===== config.mk =====
export PLATFORM = sky130hd
export DESIGN_NAME = post_normalizer
export DESIGN_NICKNAME = d
export VERILOG_FILES = /design/src/rtl/post_normalizer.sv
export SDC_FILE = /design/constraint.sdc
export NUM_CORES = 1
export LEC_CHECK = 0
export BUFFER_PORTS_ARGS = -buffer_cell sky130_fd_sc_hd__buf_2
export CORE_AREA = 2 2 73 145
export CTS_BUF_LIST = sky130_fd_sc_hd__clkbuf_16
export CTS_CLUSTER_SIZE = 30
export DETAILED_ROUTE_END_ITERATION = 10
export DIE_AREA = 0 0 75 147
export PLACE_DENSITY = 0.76
export SYNTH_ARGS = -nofsm -noshare
export SYNTH_HDL_FRONTEND = slang
export SYNTH_SLANG_ARGS = --single-unit

===== constraint.sdc =====
create_clock -name clk -period 4.5 [get_ports clk]
set_input_delay 0 -clock clk [delete_from_list [all_inputs] [get_ports clk]]
set_output_delay 0 -clock clk [all_outputs]
set_load 0.02 [all_outputs]

===== src/rtl/post_normalizer.sv =====
// post_normalizer: back end of the float-add datapath. Normalizes the raw
// 28-bit mantissa sum one bit per cycle, rounds (RNE or truncate) and packs
// an IEEE-754 single. One operation in flight, valid/ready on both sides.
module post_normalizer #(
    parameter bit          ROUND_EN    = 1'b1,
    parameter logic [31:0] NAN_PATTERN = 32'h7FC00000
) (
    input  logic        clk,
    input  logic        rst,
    input  logic        in_valid,
    output logic        in_ready,
    input  logic        in_sign,
    input  logic [7:0]  in_exp,
    input  logic [27:0] in_mantis,
    input  logic        in_inf,
    input  logic        in_nan,
    output logic        out_valid,
    input  logic        out_ready,
    output logic [31:0] out_result,
    output logic        out_overflow,
    output logic        out_inexact
);

    typedef enum logic [1:0] {S_IDLE, S_NORM, S_ROUND, S_DONE} state_t;

    typedef struct packed {
        logic [31:0] word;
        logic        ovf;
        logic        inx;
    } pack_t;

    state_t      state, state_nxt;
    logic        sign_r;
    logic [8:0]  exp_r;
    logic [27:0] mant_r;
    logic [31:0] result_r;
    logic        ovf_r;
    logic        inx_r;
    pack_t       round_res;

    // Rounded 24-bit significand (hidden + fraction); bit 24 is the carry out.
    function automatic logic [24:0] rne_round(input logic [27:0] m);
        logic up;
        up = (ROUND_EN != 1'b0) && m[2] && (m[1] || m[0] || m[3]);
        return {1'b0, m[26:3]} + {24'd0, up};
    endfunction

    // Renormalize a rounding carry, saturate to infinity, and pack the word.
    function automatic pack_t pack_sat(input logic s, input logic [8:0] e,
                                       input logic [24:0] q, input logic inx);
        logic [8:0]  e_f;
        logic [23:0] sig;
        pack_t       p;
        if (q[24]) begin
            e_f = e + 9'd1;
            sig = q[24:1];
        end else begin
            e_f = e;
            sig = q[23:0];
        end
        if (e_f >= 9'd255) begin
            p.word = {s, 8'hFF, 23'h0};
            p.ovf  = 1'b1;
            p.inx  = 1'b1;
        end else begin
            // Hidden bit clear means denormal: exponent field is 0.
            p.word = {s, (sig[23] ? e_f[7:0] : 8'h00), sig[22:0]};
            p.ovf  = 1'b0;
            p.inx  = inx;
        end
        return p;
    endfunction

    assign round_res = pack_sat(sign_r, exp_r, rne_round(mant_r), |mant_r[2:0]);

    // State register.
    always_ff @(posedge clk) begin
        if (rst) state <= S_IDLE;
        else     state <= state_nxt;
    end

    // Next-state logic.
    always_comb begin
        state_nxt = state;
        case (state)
            S_IDLE:  if (in_valid) state_nxt = (in_nan || in_inf) ? S_DONE : S_NORM;
            S_NORM: begin
                if (mant_r == 28'd0)                      state_nxt = S_ROUND;
                else if (mant_r[27])                      state_nxt = S_NORM;
                else if (!mant_r[26] && (exp_r > 9'd1))   state_nxt = S_NORM;
                else                                      state_nxt = S_ROUND;
            end
            S_ROUND: state_nxt = S_DONE;
            S_DONE:  if (out_ready) state_nxt = S_IDLE;
            default: state_nxt = S_IDLE;
        endcase
    end

    // Handshake and result outputs, all driven from registers.
    always_comb begin
        in_ready     = (state == S_IDLE);
        out_valid    = (state == S_DONE);
        out_result   = result_r;
        out_overflow = ovf_r;
        out_inexact  = inx_r;
    end

    // Working registers: capture on accept, then one normalize step per cycle.
    always_ff @(posedge clk) begin
        case (state)
            S_IDLE: if (in_valid) begin
                sign_r <= in_sign;
                exp_r  <= (in_exp == 8'd0) ? 9'd1 : {1'b0, in_exp};
                mant_r <= in_mantis;
            end
            S_NORM: begin
                if (mant_r == 28'd0) begin
                    sign_r <= 1'b0;
                end else if (mant_r[27]) begin
                    // Bit shifted out is folded into sticky.
                    mant_r <= {1'b0, mant_r[27:2], mant_r[1] | mant_r[0]};
                    exp_r  <= exp_r + 9'd1;
                end else if (!mant_r[26] && (exp_r > 9'd1)) begin
                    mant_r <= {mant_r[26:0], 1'b0};
                    exp_r  <= exp_r - 9'd1;
                end
            end
            default: ;
        endcase
    end

    // Result registers: specials load on accept, finite results in ROUND.
    always_ff @(posedge clk) begin
        if (rst) begin
            result_r <= 32'h0;
            ovf_r    <= 1'b0;
            inx_r    <= 1'b0;
        end else begin
            case (state)
                S_IDLE: if (in_valid) begin
                    ovf_r <= 1'b0;
                    inx_r <= 1'b0;
                    if (in_nan)      result_r <= NAN_PATTERN;
                    else if (in_inf) result_r <= {in_sign, 8'hFF, 23'h0};
                end
                S_ROUND: begin
                    result_r <= round_res.word;
                    ovf_r    <= round_res.ovf;
                    inx_r    <= round_res.inx;
                end
                default: ;
            endcase
        end
    end

endmodule


# Word level (Yosys, flattened, before mapping)
# Cells that the tools add are included.
[word_totals]
regBits = 74
elab_cells = 73
[op_classes]
n_addsub = 3
order_cmp = 2
eq_ne = 9
n_mux = 32
n_bitwise = 1
n_reduce_logical = 18
[op_table]
columns = ["op", "count"]
rows = [
  ["28-bit 2-to-1 mux", 4],
  ["32-bit 2-to-1 mux", 3],
  ["32-bit one-hot mux with 2 select lines", 1],
  ["28-bit one-hot mux with 2 select lines", 1],
  ["9-bit 2-to-1 mux", 5],
  ["33-bit 2-to-1 mux", 1],
  ["28-bit logical NOT", 1],
  ["24-bit by 1-bit adder with 25-bit output", 1],
  ["24-bit 2-to-1 mux", 1],
  ["9-bit one-hot mux with 2 select lines", 1],
  ["8-bit 2-to-1 mux", 2],
  ["2-bit 2-to-1 mux", 6],
  ["9-bit by 1-bit adder with 9-bit output, second input constant", 1],
  ["9-bit by 8-bit greater-or-equal comparator with 1-bit output, second input constant", 1],
  ["9-bit by 1-bit greater-than comparator with 1-bit output, second input constant", 1],
  ["3-bit AND reduction", 3],
  ["9-bit by 1-bit subtractor with 9-bit output, second input constant", 1],
  ["8-bit logical NOT", 1],
  ["2-bit one-hot mux with 4 select lines", 1],
  ["2-bit inequality test, second input constant", 3],
  ["1-bit one-hot mux with 2 select lines", 3],
  ["2-bit == test, second input constant", 2],
  ["2-bit AND reduction", 2],
  ["4-bit AND reduction", 1],
  ["12 further kinds", 18],
]

# Longest topological paths before layout
[depth]
word_depth = 8
depth_mapped = 9

# Worst setup path after synthesis
# OpenSTA, ideal clock, no wires.
[synth_timing]
kind = "register to register"
from = "register exp_r[1]"
to = "register exp_r[0] (enable)"
setup_time_ps = 479
arrival_time_ps = 4070
slack_ps = -50
stages_incl_launch_ff = 7
n_path_buf = 0
period_less_slack_ps = 4550
cell_sequence = "edfxtp_1 > inv_1 > ha_1 > o21bai_1 > a41oi_1 > o22ai_1 > o21ai_0"
[synth_between]
elab_chain_cells = 4
[synth_lines]
columns = ["item", "line_no", "source"]
rows = [
  ["start, declared", "34", "logic [8:0] exp_r;"],
  ["start signal, assigned", "113", "exp_r <= (in_exp == 8'd0) ? 9'd1 : {1'b0, in_exp};"],
  ["start signal, assigned", "122", "exp_r <= exp_r + 9'd1;"],
  ["start signal, assigned", "125", "exp_r <= exp_r - 9'd1;"],
  ["9-bit by 1-bit greater-than comparator with 1-bit output", "123", "end else if (!mant_r[26] && (exp_r > 9'd1)) begin"],
  ["1-bit logical AND", "123", ""],
  ["3-bit inequality test (no source line)", "-", ""],
  ["4-bit AND reduction (no source line)", "-", ""],
]
# Every way passes these cells.
# A chain may end at the register's enable or synchronous reset.

# Worst setup path in the final report
[layout_timing]
from = "register mant_r[2]"
to = "register result_r[8], in the netlist out_result[8]"
[layout_between]
elab_chain_cells = 6
word_cells_on_any_way = 7
classes_between = "add/sub: 1; order compare: 1; mux: 4; reduce/logical: 1"
[layout_lines]
columns = ["item", "line_no", "source"]
rows = [
  ["start, declared", "35", "logic [27:0] mant_r;"],
  ["start signal, assigned", "114", "mant_r <= in_mantis;"],
  ["start signal, assigned", "121", "mant_r <= {1'b0, mant_r[27:2], mant_r[1] | mant_r[0]};"],
  ["start signal, assigned", "124", "mant_r <= {mant_r[26:0], 1'b0};"],
  ["1-bit logical AND (*)", "44", "up = (ROUND_EN != 1'b0) && m[2] && (m[1] || m[0] || m[3]);"],
  ["24-bit by 1-bit adder with 25-bit output (*)", "45", "return {1'b0, m[26:3]} + {24'd0, up};"],
  ["9-bit 2-to-1 mux", "54", "if (q[24]) begin"],
  ["9-bit by 8-bit greater-or-equal comparator with 1-bit output", "61", "if (e_f >= 9'd255) begin"],
  ["33-bit 2-to-1 mux (*)", "61", ""],
  ["32-bit one-hot mux with 2 select lines (*)", "139", "case (state)"],
  ["end signal, assigned", "144", "else if (in_inf) result_r <= {in_sign, 8'hFF, 23'h0};"],
  ["end signal, assigned", "147", "result_r <= round_res.word;"],
  ["end, declared", "36", "logic [31:0] result_r;"],
]
# Mark *: on every way between the ends. The rest lies on a longest branch, timed or not.

==> flow_summary.toml <==
[global_route]
grt_overflow = 0
grt_pass1_wl_mm = 18.4
antenna_found_initial = 0
grt_max_degree = 72
grt_pass1_vias = 3841
grt_usage = 0.215

[die]
die_h_um = 147
row_count = 52
io_pins = 79
die_w_um = 75
die_area_um2 = 11000
start_util = 0.438
core_area_um2 = 9950

[cts]
clk_pin_slew_ns = 0.06
clk_path_buf_depth = 2
cts_buffers = 9
post_cts_resized = 0
cts_tree = "yes"
cts-root-buf = "clkbuf_16"
clk_latency_ns = 0.34
clkSinkCount = 74
postCtsSetupRepairBufs = 0
cts_max_level = 3

[route]
met2WireLength_mm = 5.62
dr.pass1.iters = 4
num_vias = 4204
wl_per_cell_um = 14.8
drc = 0
drt_iter0_markers = 229
wl_met1_mm = 4.91
ant_nets = 0
wl_met3_um = 526
wl_mm = 11.4
via_per_inst = 5.47
top_layer = "met4"

[placement]
place_congestion = 0.863
dpl_worst_slack_ns = 1.31
hpwl_mm = 7.64
portBuffers = 78

[sta]
worst_pin_slew_ns = 0.821
clock_skew_ns = 0.00805
setup_tns_ns = 0
setup_viol = 0
worst_slack_ns = 1.29
rsz0062_at_grt = "false"
finalCriticalPeriod_ns = 3.21
timing.final.max_slew_violations = 0
period_share = 0.714
finalHoldViolCount = 0
clock.fmax_mhz = 311
slew_headroom = 0.448

[pwr]
leakagePower_nw = 2.20
power.density_nw_per_um2 = 420
vdd_drop_max_mv = 0.294

[worst_setup_path]
worstSetupEndpoint = "out_result[8]"
critical_path_required_ns = 4.78
path_class = "reg -> reg"
crit_fanout = 12
r2r_slack_ns = 1.29
end_kind = "flip-flop"
r2r_end = "out_result[8]"
cp.arrival_ns = 3.49
startpoint = "mant_r[2]"
r2r_cells = 8
timing.rr.start = "mant_r[2]"
startpoint_type = "flip-flop"

[yosys]
yosysMostFrequentCell = "nand2_1"
postSynth.asyncResetShare = 0
netlist_instances = 536
synthAdderAreaFrac = 0.0115
yosys.area.top_type_share = 0.262
yosysUniqueCellTypes = 54
synth_ff_type = "edfxtp_1"
synth_edf_count = 38
syn_area_um2 = 4360
ys_warn_count = 0
synth_area_leaders = "edfxtp_1 26%, dfxtp_1 17%, o21ai_0 8.5%, nand2_1 8.3%, a21oi_1 4.8%"
synth_top_family_by_area = "simple AND/OR/NAND/NOR gates"
synth_simple_gate_area_frac = 0.241
synth.avg_cell_area_um2 = 8.13
synth_compound_area_frac = 0.206
synth_xor_area_frac = 0.0603
muxShareOfSynthArea = 0.00603
synth.ff_latch_count = 74
synth_area_leader_cell = "edfxtp_1"
ys_seq_area_frac = 0.427
syn_nets = 583
synthTopCellsByCount = "96 x nand2_1, 74 x o21ai_0, 47 x nor2_1"

[cells_and_area]
fillers = 894
fin_nets = 675
antenna_cells = 0
syn_to_final_growth_pct = 26.4
layout-drive-gt1-share = 0.191

[hold_path]
holdCritPathClass = "in -> reg"

[job]
drv_cap = 0

[status]
status = "finished, final reports clean"
## area by class of cell
| type | count | area, um2 | share of cell area |
|---|---|---|---|
| clock buffer | 10 | 250 | 0.0454 |
| clock inverter | 6 | 77.6 | 0.0141 |
| inverter | 11 | 41.3 | 0.00750 |
| multi-input combinational | 411 | 2300 | 0.418 |
| sequential | 74 | 1860 | 0.338 |
| tap | 135 | 169 | 0.0307 |
| timing repair buffer | 121 | 806 | 0.146 |
## how the worst min path moves through the flow
stage | from | end | cells past startpoint
floorplan | in_exp[1] | exp_r[1] | 2
global placement | in_mantis[23] | mant_r[23] | 3
detailed placement | in_mantis[13] | mant_r[13] | 3
CTS | in_exp[0] | exp_r[0] | 3
global route | in_exp[0] | exp_r[0] | 3
finish | in_exp[0] | exp_r[0] | 3
## flip-flops by register name, indices dropped and copies added (netlist names)
signal,count
out_result,32
mant_r,28
exp_r,9
state,2
out_inexact,1
out_overflow,1
sign_r,1
## routing by layer
layer | global-route usage | vias up
li1 | - | 2098
met1 | 0.287 | 1946
met2 | 0.336 | 140
met3 | 0.0267 | 20
met4 | 0.104 | 0
met5 | 0 | -
## placed cells by master, fill, tap and decap left out, drive strengths merged, types with 5 or more instances in the layout
master       synthesis  final
nand4                9      9
o21ai               75     75
xnor2               16     16
inv                 11     13
o31ai                5      5
nand3               21     21
dfxtp               36     36
nor2                47     47
edfxtp              38     38
nand2               96     96
nor3                 8      8
and2                 5      5
xor2                14     14
dlygate4sd3          0     37
buf                  9     84
a31oi                6      6
clkbuf              31     10
a21oi               42     42
nor4                13     13
and3                 6      6
## power by group
group	switching [mW]	internal (mW)	leakage [nW]
logic	0.342	0.210	1.37
registers	0.139	0.834	0.664
clock network	0.273	0.514	0.168
total	0.755	1.56	2.20
## through the flow
| stage | area, um2 | instances | power (mW) | utilization | hold WS [ns] |
|---|---|---|---|---|---|
| CTS | 5510 | 768 | 2.31 | 0.553 | 0.0286 |
| global route | 5510 | 768 | 2.43 | 0.553 | 0.0292 |
| floorplan | 4360 | 536 | 1.34 | - | 0.187 |
| global placement | 4810 | 715 | 1.48 | 0.483 | 0.269 |
| detailed placement | 4810 | 715 | 1.50 | 0.483 | 0.277 |
| finish | 5510 | 768 | 2.31 | 0.553 | 0.0239 |
## timing repair
| action | CTS | global route |
|---|---|---|
| hold buffers | 37 | 0 |
| endpoints found under the setup margin | 0 | 0 |
| endpoints found under the hold margin | 37 | 0 |
## kinds of logic after synthesis
group,Yosys count
AND/OR/NAND/NOR,223
AO/OA/AOI/OAI,152
flip-flops,74
buffers and inverters,51
XOR/XNOR,30
adder cells (fa/ha/maj),4
multiplexers,2
## critical path, stage by stage, from the launching register on
cell,delay [ns]
edfxtp_1,0.43
and2_1,0.17
ha_1,0.17
nand3_1,0.18
or3_4,0.46
or3_4,0.45
mux2_4,0.34
a211oi_2,0.66
a32o_1,0.27
(Power assumes the default switching activity.)
